**src/rtl/z_result_stage_if.sv**
```systemverilog
// Handshake bundle for z_result_stage: start/op/ALU words in, captured
// result, HI/LO words and status out. master = producer side, slave = DUT.
interface z_result_stage_if #(
    parameter int WIDTH = 32
);
    logic             start;
    logic [4:0]       op;
    logic [WIDTH-1:0] alu_hi;
    logic [WIDTH-1:0] alu_lo;
    logic             flush;
    logic             z_ready;
    logic             z_valid;
    logic [WIDTH-1:0] z_hi;
    logic [WIDTH-1:0] z_lo;
    logic [WIDTH-1:0] hi_reg;
    logic [WIDTH-1:0] lo_reg;
    logic             busy;
    logic             overrun;

    modport master (
        output start, op, alu_hi, alu_lo, flush, z_ready,
        input  z_valid, z_hi, z_lo, hi_reg, lo_reg, busy, overrun
    );

    modport slave (
        input  start, op, alu_hi, alu_lo, flush, z_ready,
        output z_valid, z_hi, z_lo, hi_reg, lo_reg, busy, overrun
    );
endinterface

```
**src/rtl/z_result_stage.sv**
```systemverilog
// Result capture stage: waits MUL_WAIT/DIV_WAIT/0 cycles after start, then
// latches the ALU words and holds them under a valid/ready handshake.
// Ports: clock, clear (async active-low), bus (z_result_stage_if.slave).
// Optional macro ZRESULT_HILO_EN: commit MUL/DIV results into hi_reg/lo_reg;
// when undefined, hi_reg/lo_reg read as zero and no HI/LO flops exist.
module z_result_stage #(
    parameter int WIDTH    = 32,
    parameter int MUL_WAIT = 4,
    parameter int DIV_WAIT = 2
) (
    input logic            clock,
    input logic            clear,
    z_result_stage_if.slave bus
);
    localparam logic [4:0] OP_MUL = 5'b10000;
    localparam logic [4:0] OP_DIV = 5'b01111;
    localparam int CMAX = (MUL_WAIT > DIV_WAIT) ? MUL_WAIT : DIV_WAIT;
    localparam int CW   = (CMAX < 2) ? 1 : $clog2(CMAX + 1);

    typedef enum logic [1:0] {
        S_IDLE  = 2'd0,
        S_WAIT  = 2'd1,
        S_VALID = 2'd2
    } state_e;

    state_e           state_q, state_d;
    logic [CW-1:0]    cnt_q, cnt_d;
    logic [4:0]       op_q, op_d;
    logic [WIDTH-1:0] zhi_q, zhi_d;
    logic [WIDTH-1:0] zlo_q, zlo_d;
    logic             ovr_q, ovr_d;
    logic             accept;
    logic             commit;
    logic [CW-1:0]    cnt_load;

    always_comb begin
        cnt_load = '0;
        unique case (1'b1)
            (bus.op == OP_MUL): cnt_load = CW'(MUL_WAIT);
            (bus.op == OP_DIV): cnt_load = CW'(DIV_WAIT);
            default:            cnt_load = '0;
        endcase
    end

    always_ff @(posedge clock or negedge clear) begin
        if (!clear) begin
            state_q <= S_IDLE;
            cnt_q   <= '0;
            op_q    <= '0;
            zhi_q   <= '0;
            zlo_q   <= '0;
            ovr_q   <= 1'b0;
        end else begin
            state_q <= state_d;
            cnt_q   <= cnt_d;
            op_q    <= op_d;
            zhi_q   <= zhi_d;
            zlo_q   <= zlo_d;
            ovr_q   <= ovr_d;
        end
    end

    always_comb begin
        state_d = state_q;
        cnt_d   = cnt_q;
        op_d    = op_q;
        zhi_d   = zhi_q;
        zlo_d   = zlo_q;
        ovr_d   = ovr_q;
        accept  = 1'b0;
        commit  = 1'b0;
        if (bus.flush) begin
            // abort: keep the last captured words, drop the sticky flag
            state_d = S_IDLE;
            cnt_d   = '0;
            ovr_d   = 1'b0;
        end else begin
            unique case (state_q)
                S_IDLE: begin
                    accept = bus.start;
                end
                S_WAIT: begin
                    if (bus.start) ovr_d = 1'b1;
                    if (cnt_q != '0) begin
                        cnt_d = cnt_q - CW'(1);
                    end else begin
                        zhi_d   = bus.alu_hi;
                        zlo_d   = bus.alu_lo;
                        state_d = S_VALID;
                    end
                end
                S_VALID: begin
                    if (bus.z_ready) begin
                        commit  = 1'b1;
                        state_d = S_IDLE;
                        accept  = bus.start;
                    end else if (bus.start) begin
                        ovr_d = 1'b1;
                    end
                end
                default: state_d = S_IDLE;
            endcase
            if (accept) begin
                op_d    = bus.op;
                cnt_d   = cnt_load;
                state_d = S_WAIT;
            end
        end
    end

    always_comb begin
        bus.z_valid = (state_q == S_VALID);
        bus.busy    = (state_q != S_IDLE);
        bus.z_hi    = zhi_q;
        bus.z_lo    = zlo_q;
        bus.overrun = ovr_q;
    end

`ifdef ZRESULT_HILO_EN
    logic [WIDTH-1:0] hi_q;
    logic [WIDTH-1:0] lo_q;
    logic             md_op;

    assign md_op = (op_q == OP_MUL) || (op_q == OP_DIV);

    always_ff @(posedge clock or negedge clear) begin
        if (!clear) begin
            hi_q <= '0;
            lo_q <= '0;
        end else if (commit && md_op) begin
            hi_q <= zhi_q;
            lo_q <= zlo_q;
        end
    end

    assign bus.hi_reg = hi_q;
    assign bus.lo_reg = lo_q;
`else
    logic unused_hilo;
    assign unused_hilo = ^{op_q, commit};
    assign bus.hi_reg  = '0;
    assign bus.lo_reg  = '0;
`endif

endmodule
```
**src/flat_wrapper.sv**
```systemverilog
// flat-port wrapper written by rule: the top's interface ports become plain ports
module z_result_stage_flat 
#(
    parameter int WIDTH    = 32,
    parameter int MUL_WAIT = 4,
    parameter int DIV_WAIT = 2
)
  (clock, clear, bus_start, bus_op, bus_alu_hi, bus_alu_lo, bus_flush, bus_z_ready, bus_z_valid, bus_z_hi, bus_z_lo, bus_hi_reg, bus_lo_reg, bus_busy, bus_overrun);
  z_result_stage_if #(.WIDTH(WIDTH)) bus_i ();
  input logic clock;
  input logic clear;
  input wire logic [$bits(bus_i.start)-1:0] bus_start;
  input wire logic [$bits(bus_i.op)-1:0] bus_op;
  input wire logic [$bits(bus_i.alu_hi)-1:0] bus_alu_hi;
  input wire logic [$bits(bus_i.alu_lo)-1:0] bus_alu_lo;
  input wire logic [$bits(bus_i.flush)-1:0] bus_flush;
  input wire logic [$bits(bus_i.z_ready)-1:0] bus_z_ready;
  output wire logic [$bits(bus_i.z_valid)-1:0] bus_z_valid;
  output wire logic [$bits(bus_i.z_hi)-1:0] bus_z_hi;
  output wire logic [$bits(bus_i.z_lo)-1:0] bus_z_lo;
  output wire logic [$bits(bus_i.hi_reg)-1:0] bus_hi_reg;
  output wire logic [$bits(bus_i.lo_reg)-1:0] bus_lo_reg;
  output wire logic [$bits(bus_i.busy)-1:0] bus_busy;
  output wire logic [$bits(bus_i.overrun)-1:0] bus_overrun;
  assign bus_i.start = bus_start;
  assign bus_i.op = bus_op;
  assign bus_i.alu_hi = bus_alu_hi;
  assign bus_i.alu_lo = bus_alu_lo;
  assign bus_i.flush = bus_flush;
  assign bus_i.z_ready = bus_z_ready;
  assign bus_z_valid = bus_i.z_valid;
  assign bus_z_hi = bus_i.z_hi;
  assign bus_z_lo = bus_i.z_lo;
  assign bus_hi_reg = bus_i.hi_reg;
  assign bus_lo_reg = bus_i.lo_reg;
  assign bus_busy = bus_i.busy;
  assign bus_overrun = bus_i.overrun;
  z_result_stage #(.WIDTH(WIDTH), .MUL_WAIT(MUL_WAIT), .DIV_WAIT(DIV_WAIT)) u_core (.clock(clock), .clear(clear), .bus(bus_i));
endmodule
```
**config.mk**
```make
export PLATFORM = sky130hd
export DESIGN_NAME = z_result_stage_flat
export DESIGN_NICKNAME = d
export VERILOG_FILES = /design/src/rtl/z_result_stage_if.sv /design/src/rtl/z_result_stage.sv /design/src/flat_wrapper.sv
export SDC_FILE = /design/constraint.sdc
export NUM_CORES = 1
export LEC_CHECK = 0
export BUFFER_PORTS_ARGS = -buffer_cell sky130_fd_sc_hd__buf_4
export CAP_MARGIN = 10
export CORE_MARGIN = 1
export CORE_UTILIZATION = 25
export DETAILED_ROUTE_END_ITERATION = 6
export GPL_ROUTABILITY_DRIVEN = 0
export MAX_ROUTING_LAYER = met4
export PLACE_DENSITY = 0.55
export SYNTH_ARGS = -nofsm -noshare
export SYNTH_HDL_FRONTEND = slang
export SYNTH_SLANG_ARGS = --single-unit
```
**constraint.sdc**
```tcl
create_clock -name clock -period 4.4 [get_ports clock]
set_input_delay 0.22 -clock clock [delete_from_list [all_inputs] [get_ports clock]]
set_output_delay 0.22 -clock clock [all_outputs]
set_load 0.05 [all_outputs]
```
==> out/qor.yml, run 1 <==
holdBufCountCts: 0
dr.pass1.iters: 3
place_hpwl_um: 4970
cts_buffer_depth: 2
cts_tree: "done"
sw_frac_of_total_pct: 44.2
cts-root-buf: "clkbuf_16"
vias: 2123
syn_area_um2: 3530
drc_errors: 0
startpoint_type: "register"
grt_antenna_before_repair: 0
cts_made_buffers: 9
grt_use_total_pct: 10.4
peakVddDrop_uv: 234
clkPwrFrac_pct: 21.1
tightest_slew_ps: 895
drt-total-wl_um: 7020
regToRegEndpoint: "u_core.bus.z_lo[20]$_DFFE_PN0P_"
status: "finished clean"
area_growth_syn_to_layout_pct: 34.1
synth_top_area_share_pct: 49.7
fin_nets: 461
fin_cells: 569
path_class: "reg2reg"
hold_violations: 0
synthFlopType: "dfrtp_1"
min_period_over_period_pct: 53.4
worstRegToRegCells: 6
first_global_vias: 2052
arrival_ps: 2560
min_path_type: "in2async"
cp-end-kind: "register"
power_frac_comb_pct: 49.5
synth_edf_count: 0
rrSetupSlack_ps: 2050
synth_cells: 241
cts.sink_count: 70
cts-resized-gates: 0
synth-seq-cells: 70
final_cell_area_um2: 4730
gr-total-overflow: 0
nFillCells: 1373
crit_fanout: 28
cp_num_buf_inv: 2
htreeDepth: 3
wl_per_cell_um: 12.3
grt_start_max_net_pins: 71
power.leakage_uw: 0.00238
yosysUniqueCellTypes: 29
synth.area.top_cells: "dfrtp_1 (50%), mux2_4 (26%), buf_4 (14%), buf_12 (3.4%), mux2_2 (1.3%)"
postCtsSetupRepairBufs: 0
p_switching_uw: 1490
io_buffers: 140
die_w_um: 121
yosysSeqAreaShare_pct: 49.7
powerDensity_nw_per_um2: 712
maxCapViolations: 0
fin_crit_ps: 2350
finalClockSkew_ps: 5.63
max_stage_delay_ps: 630
cpMostUsedCell: "ha_1"
setup_viol: 0
slew_headroom_pct: 40.4
yosysWarnings: 0
grt_pass1_wl_um: 11000
slowest_stage: "and4bb_4"
ant_nets: 0
start_util_pct: 25.5
clock.fmax_mhz: 426
die_h_um: 121
layout_commonest_cell: "buf_4"
clk_pin_slew_ps: 60
crit_chain: "inv_1, ha_1, ha_1, and4bb_4, buf_4, mux2_4"
dp_cells: 554
synth.avg_cell_area_um2: 14.6
final_cell_mix: "buf_4 (142), dfrtp_1 (70), conb_1 (64), mux2_4 (60), clkbuf_16 (9)"
via_per_inst: 3.73
rows: 43
n_antenna_cell: 0
layout-drive-gt1-share_pct: 57.6
synth-async-reset-ratio_pct: 100
p_int_uw: 1880
p_seq_share_pct: 29.5
yosysTopAreaCell: "dfrtp_1"
io-pin-count: 205
dieArea_um2: 14600
timing.rr.start: "u_core.cnt_q[0]$_DFFE_PN0P_"
drv_slew: 0
drt_iter0_drc: 90
rsz0062_at_grt: "false"
clk_latency_ps: 330
tns_ps: 0
critical-path-top-delay-family: "simple AND/OR/NAND/NOR gates"
core_um2: 13800
crit_required_ps: 4610
place_area_um2: 4440
==> registers in the layout (all words and copies together) (netlist names) <==
register            cells
u_core.bus.overrun      1
u_core.state_q          2
u_core.cnt_q            3
u_core.bus.z_hi        32
u_core.bus.z_lo        32
==> cells by family after synthesis <==
kind of cell,count (synthesis),share of synthesized area [%]
buffers and inverters,76,17.9
xor gates and xnor gates,1,0.248
AOI/OAI and AO/OA,6,1.03
DFF,70,49.7
and+or+nand+nor,20,3.23
muxes,65,27.1
other,1,0.106
adders and majority gates,2,0.709
==> cell usage after synthesis, drive strengths merged (2+ instances only) <==
master / count
ha: 2
nor2: 8
nand2: 2
a21oi: 2
buf: 72
dfrtp: 70
inv: 4
mux2: 64
==> power by group through the flow <==
stage	Clock, µW	Sequential (µW)	Combinational, µW
2_1_floorplan	0	1730	512
3_3_place_gp	0	998	1670
3_5_place_dp	0	1000	1680
4_1_cts	736	996	1680
5_1_grt	769	1020	1730
6_report	709	992	1670
==> routing by layer <==
| metal | vias to the layer above | share of wire [%] | global-route usage, % |
|---|---|---|---|
| met5 | - | 0 | - |
| met4 | 0 | 1.7 | 4.40 |
| met3 | 9 | 8.9 | 3.96 |
| met2 | 121 | 45 | 14.4 |
| met1 | 1025 | 45 | 13.3 |
| li1 | 968 | - | - |
==> worst max-delay path by stage <==
stage,startpoint,to,slack [ps],cells after the start
floorplan,u_core.cnt_q[0]$_DFFE_PN0P_,u_core.bus.z_hi[0]$_DFFE_PN0P_,2710,7
finish,u_core.cnt_q[0]$_DFFE_PN0P_,u_core.bus.z_lo[20]$_DFFE_PN0P_,2050,6
detailed placement,u_core.cnt_q[0]$_DFFE_PN0P_,u_core.bus.z_hi[19]$_DFFE_PN0P_,1990,6
global placement,u_core.cnt_q[0]$_DFFE_PN0P_,u_core.bus.z_lo[26]$_DFFE_PN0P_,2020,6
CTS,u_core.cnt_q[0]$_DFFE_PN0P_,u_core.bus.z_lo[27]$_DFFE_PN0P_,1990,6
global route,u_core.cnt_q[0]$_DFFE_PN0P_,u_core.bus.z_hi[21]$_DFFE_PN0P_,1860,6
==> final cells by class <==
cell class / count / area, µm² / area share, %
clock inverters: 6 / 63.8 / 1.35
clock buffers: 9 / 225 / 4.76
flip-flops and latches: 70 / 1750 / 37.0
multi-input cells: 158 / 1380 / 29.3
repair buffers: 142 / 1070 / 22.5
well taps: 180 / 225 / 4.76
inverters: 4 / 15.0 / 0.317
==> worst reg2reg max path, cell delays in order, from the launching register on <==
cell	delay (ps)
dfrtp_1	380
inv_1	60
ha_1	140
ha_1	200
and4bb_4	630
buf_4	470
mux2_4	350
==> metrics by stage <==
| stage | power [µW] | util [%] | setup slack (ps) | hold slack [ps] |
|---|---|---|---|---|
| after global routing | 3520 | 34.2 | 1860 | 97.7 |
| final | 3370 | 34.2 | 2050 | 28.0 |
| after CTS | 3410 | 34.2 | 1990 | 56.9 |
| after detailed placement | 2680 | 32.1 | 1990 | 421 |
| after floorplan | 2240 | - | 2710 | -75.6 |
| after global placement | 2670 | 32.1 | 2020 | 409 |
Power figures use the tool's default switching activity.
==> inputs of run 2 (changes only) <==
PLACE_DENSITY = 0.57   (was 0.55)
clock period = 1.95 ns   (was 4.4 ns; I/O delays follow)
==> out/qor.yml, run 2 (synthesized netlist as in run 1, its figures left out) <==
status: "finished clean"
rsz0062_at_grt: "false"
drc_errors: 0  # unchanged
power.leakage_uw: 0.00261  # +9.5%
gr-usage-met3_pct: 3.30  # -0.66 points
ant_nets: 0  # unchanged
max_stage_delay_ps: 390  # -240 ps
via_per_inst: 3.78  # +1.2%
min_period_over_period_pct: 94.4  # +41 points
start_util_pct: 25.5  # unchanged
cp-startpoint: "u_core.cnt_q[0]$_DFFE_PN0P_"
n_antenna_cell: 0  # unchanged
grt_use_total_pct: 10.2  # -0.11 points
drv_slew: 0  # unchanged
regToRegEndpoint: "u_core.bus.z_lo[19]$_DFFE_PN0P_"
worstRegToRegCells: 6  # unchanged
powerDensity_nw_per_um2: 1490  # +110%
worstSetupEndpoint: "u_core.bus.z_lo[19]$_DFFE_PN0P_"
core_um2: 13800  # unchanged
busiest_layer: "met2"
crit_required_ps: 2150  # -2460 ps
grt_pass1_wl_um: 11200  # +1.9%
die_h_um: 121  # unchanged
clock.fmax_mhz: 543  # +28%
timing.rr.start: "u_core.cnt_q[0]$_DFFE_PN0P_"
drt_iter0_drc: 130  # +44%
io-pin-count: 205  # unchanged
peakVddDrop_uv: 577  # +150%
cp_num_buf_inv: 2  # unchanged
wl_per_cell_um: 12.4  # +0.14%
vias: 2319  # +9.2%
dr.pass1.iters: 6  # +3
cts_buffer_depth: 2  # unchanged
io_buffers: 140  # unchanged
grt_antenna_before_repair: 0  # unchanged
rows: 43  # unchanged
fin_nets: 505  # +9.5%
final_cell_area_um2: 5260  # +11%
path_class: "reg2reg"
slowest_stage: "dfrtp_1"
area_growth_syn_to_layout_pct: 49.2
hold_violations: 0  # unchanged
fin_crit_ps: 1840  # -508 ps
arrival_ps: 2040  # -520 ps
first_global_vias: 2216  # +8.0%
place_hpwl_um: 5330  # +7.1%
drt-total-wl_um: 7590  # +8.1%
crit_chain: "inv_1, ha_1, ha_1, and4bb_4, buf_12, mux2_4"
grt_start_max_net_pins: 37  # -48%
layout-drive-gt1-share_pct: 52.3  # -5.3 points
cts_tree: "done"
die_w_um: 121  # unchanged
htreeDepth: 3  # unchanged
cts_made_buffers: 9  # unchanged
setup_viol: 0  # unchanged
hold_ws_ps: 9.51  # -18.5 ps
tns_ps: 0  # unchanged
gr-total-overflow: 0  # unchanged
clk_latency_ps: 320  # about the same
finalClockSkew_ps: 3.50  # -2.14 ps
cpMostUsedCell: "ha_1"
rrSetupSlack_ps: 110  # -1940 ps
place_area_um2: 4530  # +1.9%
cts.sink_count: 70  # unchanged
maxCapViolations: 0  # unchanged
layout_commonest_cell: "buf_4"
grtUsageMet1_pct: 12.4  # -0.86 points
final_cell_mix: "buf_4 (140), dfrtp_1 (70), conb_1 (64), mux2_4 (60), dlygate4sd3_1 (41)"
cp-end-kind: "register"
met2_usage_pct: 16.1  # +1.6 points
clk_pin_slew_ps: 60  # about the same
startpoint_type: "register"
critical-path-top-delay-family: "flip-flops"
dieArea_um2: 14600  # unchanged
crit_fanout: 18  # -36%
min_path_type: "in2reg"
cts-root-buf: "clkbuf_16"
postCtsSetupRepairBufs: 0  # unchanged
cp.depth: 6  # unchanged
==> run 2: changes by cell type in the layout (fill, tap and decap cells not counted), sizes merged <==
| cell | delta |
|---|---|
| buf | +3 |
| dlygate4sd3 | +41 |
| clkbuf | +2 |
| clkinvlp | -2 |
| bufinv | +1 |
==> run 2: repair_timing <==
item,CTS,global route
setup endpoints to repair,0,0
gates resized for setup,0,0
hold buffers,31,10
endpoints found under the hold margin,70,10
==> run 2: how the worst min path moves through the flow <==
stage,start,end,slack (ps),depth (start not counted)
2_1_floorplan,clear,u_core.bus.overrun$_DFFE_PN0P_,-200,0
3_3_place_gp,clear,u_core.bus.z_lo[29]$_DFFE_PN0P_,90,1
3_5_place_dp,clear,u_core.bus.z_lo[25]$_DFFE_PN0P_,100,1
4_1_cts,bus_alu_hi[24],u_core.bus.z_hi[24]$_DFFE_PN0P_,0.3,2
5_1_grt,bus_alu_hi[29],u_core.bus.z_hi[29]$_DFFE_PN0P_,0.05,2
6_report,bus_alu_hi[29],u_core.bus.z_hi[29]$_DFFE_PN0P_,10,2
==> run 2: layer usage <==
layer	up-vias	part of all wire [%]
met5	-	0
met4	0	1.1
met3	5	7.6
met2	137	47
met1	1117	44
li1	1060	-
==> run 2: metrics by stage <==
stage / setup WS (ps) / std cells / util [%] / total power, µW
floorplan: 263 / 304 / - / 5060
global placement: 128 / 557 / 32.7 / 6040
detailed placement: 104 / 557 / 32.7 / 6070
CTS: 83.1 / 604 / 37.3 / 7900
global route: 29.1 / 614 / 38.1 / 8170
finish: 110 / 614 / 38.1 / 7860
==> run 2: where the power goes <==
part,switching [µW],internal (µW),leakage [µW]
Clock,594,1160,0.000160
Sequential,298,1940,0.000846
Combinational,2480,1400,0.00160
Total,3370,4490,0.00261
==> run 2: layout make-up <==
cell class	instances	area [µm²]
Clock buffer	11	243
Clock inverter	5	82.6
Fill cell	1288	8560
Inverter	4	15.0
Multi-Input combinational cell	158	1380
Sequential cell	70	1750
Tap cell	180	225
Timing Repair Buffer	186	1560
==> run 2: worst register-to-register path, stage by stage (launching register included) <==
cell and delay (ps):
dfrtp_1 390, inv_1 60, ha_1 130, ha_1 190
and4bb_4 390, buf_12 230, mux2_4 320
==> inputs of run 3 (changes only) <==
CORE_ASPECT_RATIO = 0.7   (was unset)
==> out/qor.yml, run 3 (synthesized netlist as in run 1, its figures left out) <==
status: "finished clean"
regArea_um2: 1750  # unchanged
peakVddDrop_uv: 513  # -11%
p_int_uw: 4490  # about the same
wl_per_cell_um: 12.6  # +1.8%
tightest_slew_ps: 910
grt_pass1_wl_um: 12100  # +8.4%
core_um2: 13400  # -2.8%
arrival_ps: 2080  # +40 ps
maxCapViolations: 0  # unchanged
n_antenna_cell: 0  # unchanged
worstRegToRegCells: 6  # unchanged
grt_start_max_net_pins: 71  # +92%
layout_commonest_cell: "buf_4"
fin_cells: 641  # +4.4%
area_growth_syn_to_layout_pct: 55.0
fin_nets: 527  # +4.4%
dieArea_um2: 14600  # about the same
power_uw: 7910  # +0.57%
wl_met3_um: 569  # -1.4%
place_hpwl_um: 4970  # -6.8%
min_path_cells: 3  # +1
setup_viol: 0  # unchanged
first_global_vias: 2386  # +7.7%
die_h_um: 101  # -16%
cts_made_buffers: 9  # unchanged
p_seq_share_pct: 28.1  # -0.4 points
rrSetupSlack_ps: 80  # -30 ps
grt_antenna_before_repair: 0  # unchanged
die_w_um: 144  # +19%
io-pin-count: 205  # unchanged
htreeDepth: 3  # unchanged
sw_frac_of_total_pct: 43.2  # +0.36 points
drt-total-wl_um: 8070  # +6.3%
powerDensity_nw_per_um2: 1450  # -3.2%
final_cell_mix: "buf_4 (140), dfrtp_1 (70), dlygate4sd3_1 (66), conb_1 (64), mux2_4 (60)"
vias: 2364  # +1.9%
clk_pin_slew_ps: 60  # about the same
crit_fanout: 37  # +19
min_path_type: "in2reg"
cts.sink_count: 70  # unchanged
wl_met2_um: 3750  # +5.0%
slew_headroom_pct: 39.3
dr.pass1.iters: 4  # -2
ant_nets: 0  # unchanged
p_switching_uw: 3420  # +1.4%
dp_cells: 559  # +0.36%
min-delay-start: "bus_start"
cts_tree: "done"
path_class: "reg2reg"
nFillCells: 1249  # -3.0%
power.leakage_uw: 0.00268  # +2.9%
setup_ws_ps: 83.0  # -26.9 ps
cts_buffer_depth: 2  # unchanged
drt_iter0_drc: 54  # -58%
io_buffers: 140  # unchanged
multi_input_area_um2: 1390  # +0.18%
grt_use_total_pct: 11.3  # +1.0 points
startpoint_type: "register"
start_util_pct: 26.2  # +0.73 points
via_per_inst: 3.69  # -2.4%
layout-drive-gt1-share_pct: 49.3  # -3.0 points
clk_latency_ps: 330  # about the same
clkPwrFrac_pct: 22.4  # about the same
hold_violations: 0  # unchanged
regToRegEndpoint: "u_core.bus.z_hi[27]$_DFFE_PN0P_"
m1WireLength_um: 3600  # +7.0%
fin_crit_ps: 1870  # +26.9 ps
crit_required_ps: 2170  # +20 ps
rows: 35  # -19%
cts-root-buf: "clkbuf_16"
dp_slack_ps: 77.7  # -25.9 ps
min_to: "u_core.bus.overrun$_DFFE_PN0P_"
drv_slew: 0  # unchanged
finalClockSkew_ps: 5.76  # +2.26 ps
min_period_over_period_pct: 95.7  # +1.4 points
timing.rr.start: "u_core.cnt_q[0]$_DFFE_PN0P_"
gr-total-overflow: 0  # unchanged
drc_errors: 0  # unchanged
cp-end-kind: "register"
clock.fmax_mhz: 536  # -1.4%
maxUsedRoutingLayer: "met4"
power_frac_comb_pct: 49.6  # +0.3 points
-- run 3: metal layers --
| metal | up-vias | GRT usage (%) |
|---|---|---|
| li1 | 1099 | - |
| met1 | 1135 | 13.7 |
| met2 | 116 | 17.2 |
| met3 | 14 | 3.50 |
| met4 | 0 | 4.99 |
| met5 | - | - |
-- run 3: worst max-delay path by stage --
stage,from,to,slack (ps)
after floorplan,u_core.cnt_q[0]$_DFFE_PN0P_,u_core.bus.z_hi[0]$_DFFE_PN0P_,260
after global placement,u_core.cnt_q[0]$_DFFE_PN0P_,u_core.bus.z_hi[27]$_DFFE_PN0P_,100
after detailed placement,u_core.cnt_q[0]$_DFFE_PN0P_,u_core.bus.z_hi[27]$_DFFE_PN0P_,80
after CTS,u_core.cnt_q[0]$_DFFE_PN0P_,u_core.bus.z_hi[27]$_DFFE_PN0P_,50
after global routing,u_core.cnt_q[0]$_DFFE_PN0P_,u_core.bus.z_hi[27]$_DFFE_PN0P_,-1
final,u_core.cnt_q[0]$_DFFE_PN0P_,u_core.bus.z_hi[27]$_DFFE_PN0P_,80
-- run 3: worst max-delay path, stage by stage (launching register included) --
cell	delay, ps
dfrtp_1	390
inv_1	60
ha_1	150
ha_2	200
and4bb_4	300
buf_16	280
mux2_2	370
-- run 3: layout make-up --
class | instances | share of cell area, %
clock buffer | 10 | 4.19
multi-input combinational | 158 | 25.4
inverter | 4 | 0.275
timing repair buffer | 208 | 32.2
clock inverter | 6 | 1.72
sequential | 70 | 32.0
tap | 185 | 4.23
-- run 3: power by group through the flow --
| stage | Combinational (µW) | Clock, µW | Sequential [µW] |
|---|---|---|---|
| global placement | 3780 | 0 | 2240 |
| floorplan | 1160 | 0 | 3900 |
| detailed placement | 3810 | 0 | 2230 |
| CTS | 3930 | 1840 | 2220 |
| global route | 4070 | 1900 | 2280 |
| finish | 3920 | 1770 | 2220 |
-- run 3: timing repair --
item,in CTS,in global routing
hold endpoints to repair,140,0
buffers inserted,0,0
hold buffers,66,0
gates resized for setup,0,2
endpoints found under the setup margin,0,9
-- run 3: per-stage QoR --
stage	utilization [%]	area, µm²	hold WS, ps	setup TNS, ps
floorplan	-	3760	-198	0
global placement	33.3	4470	282	0
detailed placement	33.3	4470	297	0
CTS	40.6	5460	15.8	0
global route	40.7	5470	41.9	-1.50
finish	40.7	5470	33.7	0
